==> src/rtl/flag_branch_unit_pkg.sv <==
// Shared opcode/condition encodings and the per-opcode flag write mask
// for the Z/V/N flag register and branch resolver.
package flag_branch_unit_pkg;

  localparam logic [3:0] OP_ADD = 4'h0;
  localparam logic [3:0] OP_SUB = 4'h1;
  localparam logic [3:0] OP_XOR = 4'h2;
  localparam logic [3:0] OP_SLL = 4'h4;
  localparam logic [3:0] OP_SRA = 4'h5;
  localparam logic [3:0] OP_ROR = 4'h6;

  localparam logic [2:0] CC_NE   = 3'b000;
  localparam logic [2:0] CC_EQ   = 3'b001;
  localparam logic [2:0] CC_GT   = 3'b010;
  localparam logic [2:0] CC_LT   = 3'b011;
  localparam logic [2:0] CC_GTE  = 3'b100;
  localparam logic [2:0] CC_LTE  = 3'b101;
  localparam logic [2:0] CC_OVFL = 3'b110;
  localparam logic [2:0] CC_UNC  = 3'b111;

  typedef struct packed {
    logic z;
    logic v;
    logic n;
  } flags_t;

  // Which flags an opcode is allowed to overwrite; everything else holds.
  function automatic flags_t flag_wmask(input logic [3:0] op);
    flags_t m;
    m = '0;
    case (op)
      OP_ADD, OP_SUB:                 m = '{z: 1'b1, v: 1'b1, n: 1'b1};
      OP_XOR, OP_SLL, OP_SRA, OP_ROR: m = '{z: 1'b1, v: 1'b0, n: 1'b0};
      default:                        m = '0;
    endcase
    return m;
  endfunction

endpackage

==> src/rtl/flag_branch_unit_if.sv <==
// EX-stage flag update and branch resolve signals between the pipeline
// (master) and the flag/branch unit (slave).
interface flag_branch_unit_if #(parameter int WIDTH = 16);
  logic             ex_valid;
  logic [3:0]       ex_opcode;
  logic [WIDTH-1:0] ex_result;
  logic             ex_ovfl;
  logic             stall;
  logic             flush;
  logic             br_valid;
  logic [2:0]       br_cond;
  logic             z_flag;
  logic             v_flag;
  logic             n_flag;
  logic             br_taken;

  modport master (
    output ex_valid, ex_opcode, ex_result, ex_ovfl, stall, flush, br_valid, br_cond,
    input  z_flag, v_flag, n_flag, br_taken
  );

  modport slave (
    input  ex_valid, ex_opcode, ex_result, ex_ovfl, stall, flush, br_valid, br_cond,
    output z_flag, v_flag, n_flag, br_taken
  );
endinterface

==> src/rtl/flag_branch_unit_branch_cond_eval.sv <==
// Pure combinational evaluation of a 3-bit condition code against Z/V/N.
module flag_branch_unit_branch_cond_eval
  import flag_branch_unit_pkg::*;
(
  input  logic [2:0] cond,
  input  logic       z,
  input  logic       v,
  input  logic       n,
  output logic       take
);
  always_comb begin
    take = 1'b0;
    case (cond)
      CC_NE:   take = ~z;
      CC_EQ:   take = z;
      CC_GT:   take = ~z & ~n;
      CC_LT:   take = n;
      CC_GTE:  take = z | ~n;
      CC_LTE:  take = n | z;
      CC_OVFL: take = v;
      CC_UNC:  take = 1'b1;
      default: take = 1'b0;
    endcase
  end
endmodule

==> src/rtl/flag_branch_unit.sv <==
// Z/V/N flag register fed from EX results, plus branch resolution against
// either registered or same-cycle (bypassed) flags.
module flag_branch_unit
  import flag_branch_unit_pkg::*;
#(
  parameter int BYPASS = 1,
  parameter int WIDTH  = 16
) (
  input logic              clk,
  input logic              rst,
  flag_branch_unit_if.slave bus
);
  flags_t flags, eff, wm, cond_flags;
  logic   upd, take;

  assign upd = bus.ex_valid & ~bus.stall & ~bus.flush;
  assign wm  = flag_wmask(bus.ex_opcode);

  // eff is exactly what the register will load on this edge (absent reset).
  always_comb begin
    eff = flags;
    if (upd) begin
      if (wm.z) eff.z = (bus.ex_result == '0);
      if (wm.v) eff.v = bus.ex_ovfl;
      if (wm.n) eff.n = bus.ex_result[WIDTH-1];
    end
  end

  always_ff @(posedge clk) begin
    if (rst) flags <= '0;
    else     flags <= eff;
  end

  assign cond_flags = (BYPASS != 0) ? eff : flags;

  flag_branch_unit_branch_cond_eval u_cond (
    .cond (bus.br_cond),
    .z    (cond_flags.z),
    .v    (cond_flags.v),
    .n    (cond_flags.n),
    .take (take)
  );

  assign bus.z_flag   = flags.z;
  assign bus.v_flag   = flags.v;
  assign bus.n_flag   = flags.n;
  assign bus.br_taken = bus.br_valid & take & ~rst;
endmodule
==> src/flat_wrapper.sv <==
// flat-port wrapper written by rule: the top's interface ports become plain ports
module flag_branch_unit_flat import flag_branch_unit_pkg::*;
#(
  parameter int BYPASS = 1,
  parameter int WIDTH  = 16
)
  (clk, rst, bus_ex_valid, bus_ex_opcode, bus_ex_result, bus_ex_ovfl, bus_stall, bus_flush, bus_br_valid, bus_br_cond, bus_z_flag, bus_v_flag, bus_n_flag, bus_br_taken);
  flag_branch_unit_if #(.WIDTH(WIDTH)) bus_i ();
  input logic clk;
  input logic rst;
  input wire logic [$bits(bus_i.ex_valid)-1:0] bus_ex_valid;
  input wire logic [$bits(bus_i.ex_opcode)-1:0] bus_ex_opcode;
  input wire logic [$bits(bus_i.ex_result)-1:0] bus_ex_result;
  input wire logic [$bits(bus_i.ex_ovfl)-1:0] bus_ex_ovfl;
  input wire logic [$bits(bus_i.stall)-1:0] bus_stall;
  input wire logic [$bits(bus_i.flush)-1:0] bus_flush;
  input wire logic [$bits(bus_i.br_valid)-1:0] bus_br_valid;
  input wire logic [$bits(bus_i.br_cond)-1:0] bus_br_cond;
  output wire logic [$bits(bus_i.z_flag)-1:0] bus_z_flag;
  output wire logic [$bits(bus_i.v_flag)-1:0] bus_v_flag;
  output wire logic [$bits(bus_i.n_flag)-1:0] bus_n_flag;
  output wire logic [$bits(bus_i.br_taken)-1:0] bus_br_taken;
  assign bus_i.ex_valid = bus_ex_valid;
  assign bus_i.ex_opcode = bus_ex_opcode;
  assign bus_i.ex_result = bus_ex_result;
  assign bus_i.ex_ovfl = bus_ex_ovfl;
  assign bus_i.stall = bus_stall;
  assign bus_i.flush = bus_flush;
  assign bus_i.br_valid = bus_br_valid;
  assign bus_i.br_cond = bus_br_cond;
  assign bus_z_flag = bus_i.z_flag;
  assign bus_v_flag = bus_i.v_flag;
  assign bus_n_flag = bus_i.n_flag;
  assign bus_br_taken = bus_i.br_taken;
  flag_branch_unit #(.BYPASS(BYPASS), .WIDTH(WIDTH)) u_core (.clk(clk), .rst(rst), .bus(bus_i));
endmodule
==> config.mk <==
export PLATFORM = sky130hd
export DESIGN_NAME = flag_branch_unit_flat
export DESIGN_NICKNAME = d
export VERILOG_FILES = /design/src/rtl/flag_branch_unit_pkg.sv /design/src/rtl/flag_branch_unit_if.sv /design/src/rtl/flag_branch_unit_branch_cond_eval.sv /design/src/rtl/flag_branch_unit.sv /design/src/flat_wrapper.sv
export SDC_FILE = /design/constraint.sdc
export NUM_CORES = 1
export LEC_CHECK = 0
export ABC_AREA = 1
export BUFFER_PORTS_ARGS = -buffer_cell sky130_fd_sc_hd__buf_2
export CORE_AREA = 4 4 41 43
export CTS_BUF_LIST = sky130_fd_sc_hd__clkbuf_2
export CTS_CLUSTER_DIAMETER = 50
export CTS_CLUSTER_SIZE = 8
export DETAILED_ROUTE_END_ITERATION = 10
export DIE_AREA = 0 0 45 47
export HOLD_SLACK_MARGIN = 0.03
export PLACE_DENSITY_LB_ADDON = 0.2
export SYNTH_ARGS = -nofsm -noshare
export SYNTH_HDL_FRONTEND = slang
export SYNTH_HIERARCHICAL = 1
export SYNTH_SLANG_ARGS = --single-unit
==> constraint.sdc <==
create_clock -name clk -period 1.46 [get_ports clk]
set_clock_uncertainty 0.1 [all_clocks]
set_input_delay 0.073 -clock clk [delete_from_list [all_inputs] [get_ports clk]]
set_output_delay 0.073 -clock clk [all_outputs]
set_load 0.005 [all_outputs]
# After elaboration in Yosys (flattened, before gate mapping)

Cells that the tools add are included.

Bits in registers: 3
Input bits: 30
Output and inout bits: 4
Word-level logic and storage cells: 38

Equality and inequality tests: 12
Multiplexer cells: 6
Bitwise logic cells: 12
Reductions and logical operators: 5

Operator list:

| kind                 | number |
|---|---|
| $logic_not A16 Y1    | 1 |
| $eq A3 B3 Y1 const B | 4 |
| $eq A4 B3 Y1 const B | 3 |
| $pmux W1 S8          | 1 |
| $eq A3 B2 Y1 const B | 2 |
| $pmux W3 S2          | 1 |
| $and A1 B1 Y1        | 5 |
| $not A1 Y1           | 5 |
| $eq A4 B1 Y1 const B | 1 |
| $eq A4 B2 Y1 const B | 1 |
| $logic_not A4 Y1     | 1 |
| $reduce_or A4 Y1     | 1 |
| $eq A3 B1 Y1 const B | 1 |
| $logic_not A3 Y1     | 1 |
| $mux W1              | 3 |
| $mux W3              | 1 |
| $or A1 B1 Y1         | 2 |
| $reduce_or A2 Y1     | 1 |

# Depth between registers and ports, before layout

Depth after elaboration: 10
Gate-level depth with buffers: 14
Mapped depth without buffers: 14

# By module

Netlist, hierarchy kept.

By module, submodules not included:

| module                            | instances | cells each | area an instance (um^2) | seq. area each (um^2) |
|---|---|---|---|---|
| flag_branch_unit                  | 1         | 44         | 236.5                   | 60.1 |
| flag_branch_unit_branch_cond_eval | 1         | 15         | 71.3                    | 0.0 |

# Worst setup path after synthesis

Ideal clock, no wire load.

Path kind: reg2out
Start point: register u_core.flags (netlist bit u_core/bus.z_flag)
End point: output bus_br_taken
Arrival: 980 ps
Data required time: 1,287 ps
Path slack: 307 ps
Stages on the path, launching flop included: 12
Path buffers: 0
Path through: dfxtp_1 > inv_1 > nand2_1 > nand2_2 > inv_1 > nor2_1 > nand2_1 > nand2_1 > nand2_2 > nand3_2 > nand2_1 > nor2_1

RTL lines:

| item                     | RTL line               | text |
|---|---|---|
| start: declaration       | flag_branch_unit.sv:13 | `flags_t flags, eff, wm, cond_flags;` |
| start signal: assignment | flag_branch_unit.sv:30 | `if (rst) flags <= '0;` |
| start signal: assignment | flag_branch_unit.sv:31 | `else flags <= eff;` |
| end: declaration         | flat_wrapper.sv:22     | `output wire logic [$bits(bus_i.br_taken)-1:0] bus_br_taken;` |

==> summary.md <==
| Metric | Value |
|---|---|
| Status | finished, final reports clean |
| Fin crit share | 0.984 |
| Maximum VDD drop | 0.333 mV |
| Total GRT Usage | 0.0837 |
| Fillers | 158 |
| Detailed Route WL | 887 um |
| Netlist Area Pre-Place | 308 um2 |
| Power density over the cells | 528 nW/um2 |
| Fmax | 0.696 GHz |
| Syn. warnings | 6 |
| Layout Area Growth over Synthesis | 76.0% |
| TritonCTS clock tree | built |
| Total negative slack | 0 ns |
| Max_cap viols | 0 |
| Post-layout min period | 1.44 ns |
| Yosys reg bits | 3 |
| Hold Vio Cnt, Final | 0 |
| First-pass DRT Iterations | 4 |
| CP Launch Type | register |
| DP Wirelength | 796 um |
| Final slew viol count | 0 |
| Setup-failing EPs final | 0 |
| Reg clk slew, reported paths | 0.04 ns |
| Via/cell ratio | 4.04 |
| Critical path endpoint category | output pin |
| GRT Residual Overflow | 0 |
| Port Buffers | 33 |
| Worst skew pair latency | 0.20 ns |
| Leakage | 0.336 nW |
| Nets | 129 |
| Num ports | 34 |
| Share of cells above drive strength 1 | 0.551 |
| Die width | 45 um |
| Total power draw | 0.286 mW |
| Largest net degree at the start of global routing | 5 |
| Cells after Synth | 59 |
| Initial Util | 0.237 |
| Buffer depth of the longest clock path | 2 |
| Unique masters post-synth | 11 |
| Clock sink count | 3 |
| Die Y | 47 um |
| Initial antenna violation count | 0 |
| Full die area | 2120 um2 |
| Placed cell area | 492 um2 |
| GPL Wtd Cong | 0.712 |
| Worst path required time | 1.29 ns |
| Residual DRC count | 0 |
| H-tree levels | 1 |
| Cell Rows | 13 |
| CP arrival | 1.26 ns |
| Root buffer cell | clkbuf_2 |
| Relative slew margins | 0.901 |
| Vias | 456 |
| Final instance area | 542 um2 |
| CTS Buf Count | 3 |
| Detail Route Antenna Nets | 0 |
| Unrepaired setup endpoints after global routing | yes |
| DRT iter0 DRCs | 1 |
| Setup Crit Path Kind | register to output pin |
| Syn_area_per_cell | 5.22 um2 |
| Wire length of the first global-routing pass | 1330 um |
| Register area share after synthesis | 0.195 |
| Number of diodes | 0 |
| Vias in the first global route | 375 |
| Post-layout util | 0.416 |
| Wire per inst | 7.85 um |
| Crit Path Max Fanout | 2 |
| Least-Margin Pin Slew | 0.148 ns |
| Worst hold path class | primary input to register |
| Core area | 1300 um2 |
| Mapped Nets | 89 |
-- cells in the final DEF (no fill, tap or decap) --
cell type / count
o21ai_0: 1
inv_2: 3
nand2_2: 3
inv_1: 7
nand3_1: 2
buf_4: 1
o21ai_2: 1
dfxtp_2: 1
dfxtp_1: 2
nand3b_1: 1
clkbuf_2: 4
nand3_2: 2
nor2_2: 6
nand2_1: 16
buf_2: 33
o21ai_1: 1
dlygate4sd3_1: 1
nor2_1: 13
-- kinds of logic after synthesis --
family | Yosys count | share of synthesized area
AND/OR/NAND/NOR | 43 | 0.634
buffers and inverters | 10 | 0.122
AO/OA/AOI/OAI | 3 | 0.0488
flip-flops | 3 | 0.195
-- per-stage QoR --
stage,hold WS (ns),setup slack (ns),std cells
after CTS,0.0430,-0.00674,112
after global routing,0.0595,-0.132,113
final,0.0439,0.0239,113
after detailed placement,0.187,0.0273,107
after global placement,0.191,0.0462,107
after floorplan,0.0399,0.307,59
-- flip-flops by register name (all words and copies together), names as in the netlist --
register           cells
u_core/bus.v_flag      1
u_core/bus.n_flag      1
u_core/bus.z_flag      1
-- cells in the mapped netlist --
cell type / count / area share
inv_1: 10 / 0.12
nor2_1: 15 / 0.18
nor2_2: 4 / 0.081
dfxtp_1: 3 / 0.20
nand3_2: 2 / 0.065
o21ai_0: 1 / 0.016
nand3_1: 2 / 0.033
o21ai_1: 2 / 0.033
nand3b_1: 1 / 0.024
nand2_2: 2 / 0.041
nand2_1: 17 / 0.21
-- path summary, 6_finish.rpt --
check | startpoint | end | slack, ns | cells past startpoint
worst max-delay path | u_core/bus.z_flag$_SDFF_PP0_ | bus_br_taken | 0.02 | 12
worst min-delay path | bus_ex_ovfl | u_core/bus.v_flag$_SDFF_PP0_ | 0.04 | 3
worst max register to register | u_core/bus.z_flag$_SDFF_PP0_ | u_core/bus.z_flag$_SDFF_PP0_ | 0.63 | 5
worst min register to register | u_core/bus.n_flag$_SDFF_PP0_ | u_core/bus.n_flag$_SDFF_PP0_ | 0.46 | 4
-- power breakdown --
group,internal [mW],switching [mW]
registers,0.0840,0.000851
logic,0.0499,0.0396
clock network,0.0723,0.0393
-- layout make-up --
cell class	instances	area, um2	share of cell area
clock buffer	4	20.0	0.0370
timing repair buffer	35	183	0.337
multi-input combinational	46	221	0.409
inverter	10	37.5	0.0693
tap	15	18.8	0.0346
sequential	3	61.3	0.113
-- per-layer routing --
metal	global-route usage	wire length [um]
met4	0.0351	0
met3	0.0115	64
met5	0	0
met2	0.161	462
met1	0.0907	360
-- worst max-delay path, stage by stage, from the launching register on --
cell and delay (ns):
dfxtp_2 0.32, inv_2 0.04, nand2_2 0.04, nand2_2 0.07, inv_2 0.04, nor2_2 0.11
nand2_1 0.06, nand2_1 0.07, nand2_2 0.05, nand3_2 0.05, nand2_1 0.04, nor2_1 0.07
buf_2 0.11
-- what timing repair did --
action,in CTS,in global routing
hold buffers,1,0
resized for setup,2,6
endpoints found under the setup margin,1,1
hold endpoints to repair,3,0
buffers inserted,0,1
pin swaps,2,3
No activity file was read; power rests on OpenSTA's default activity.
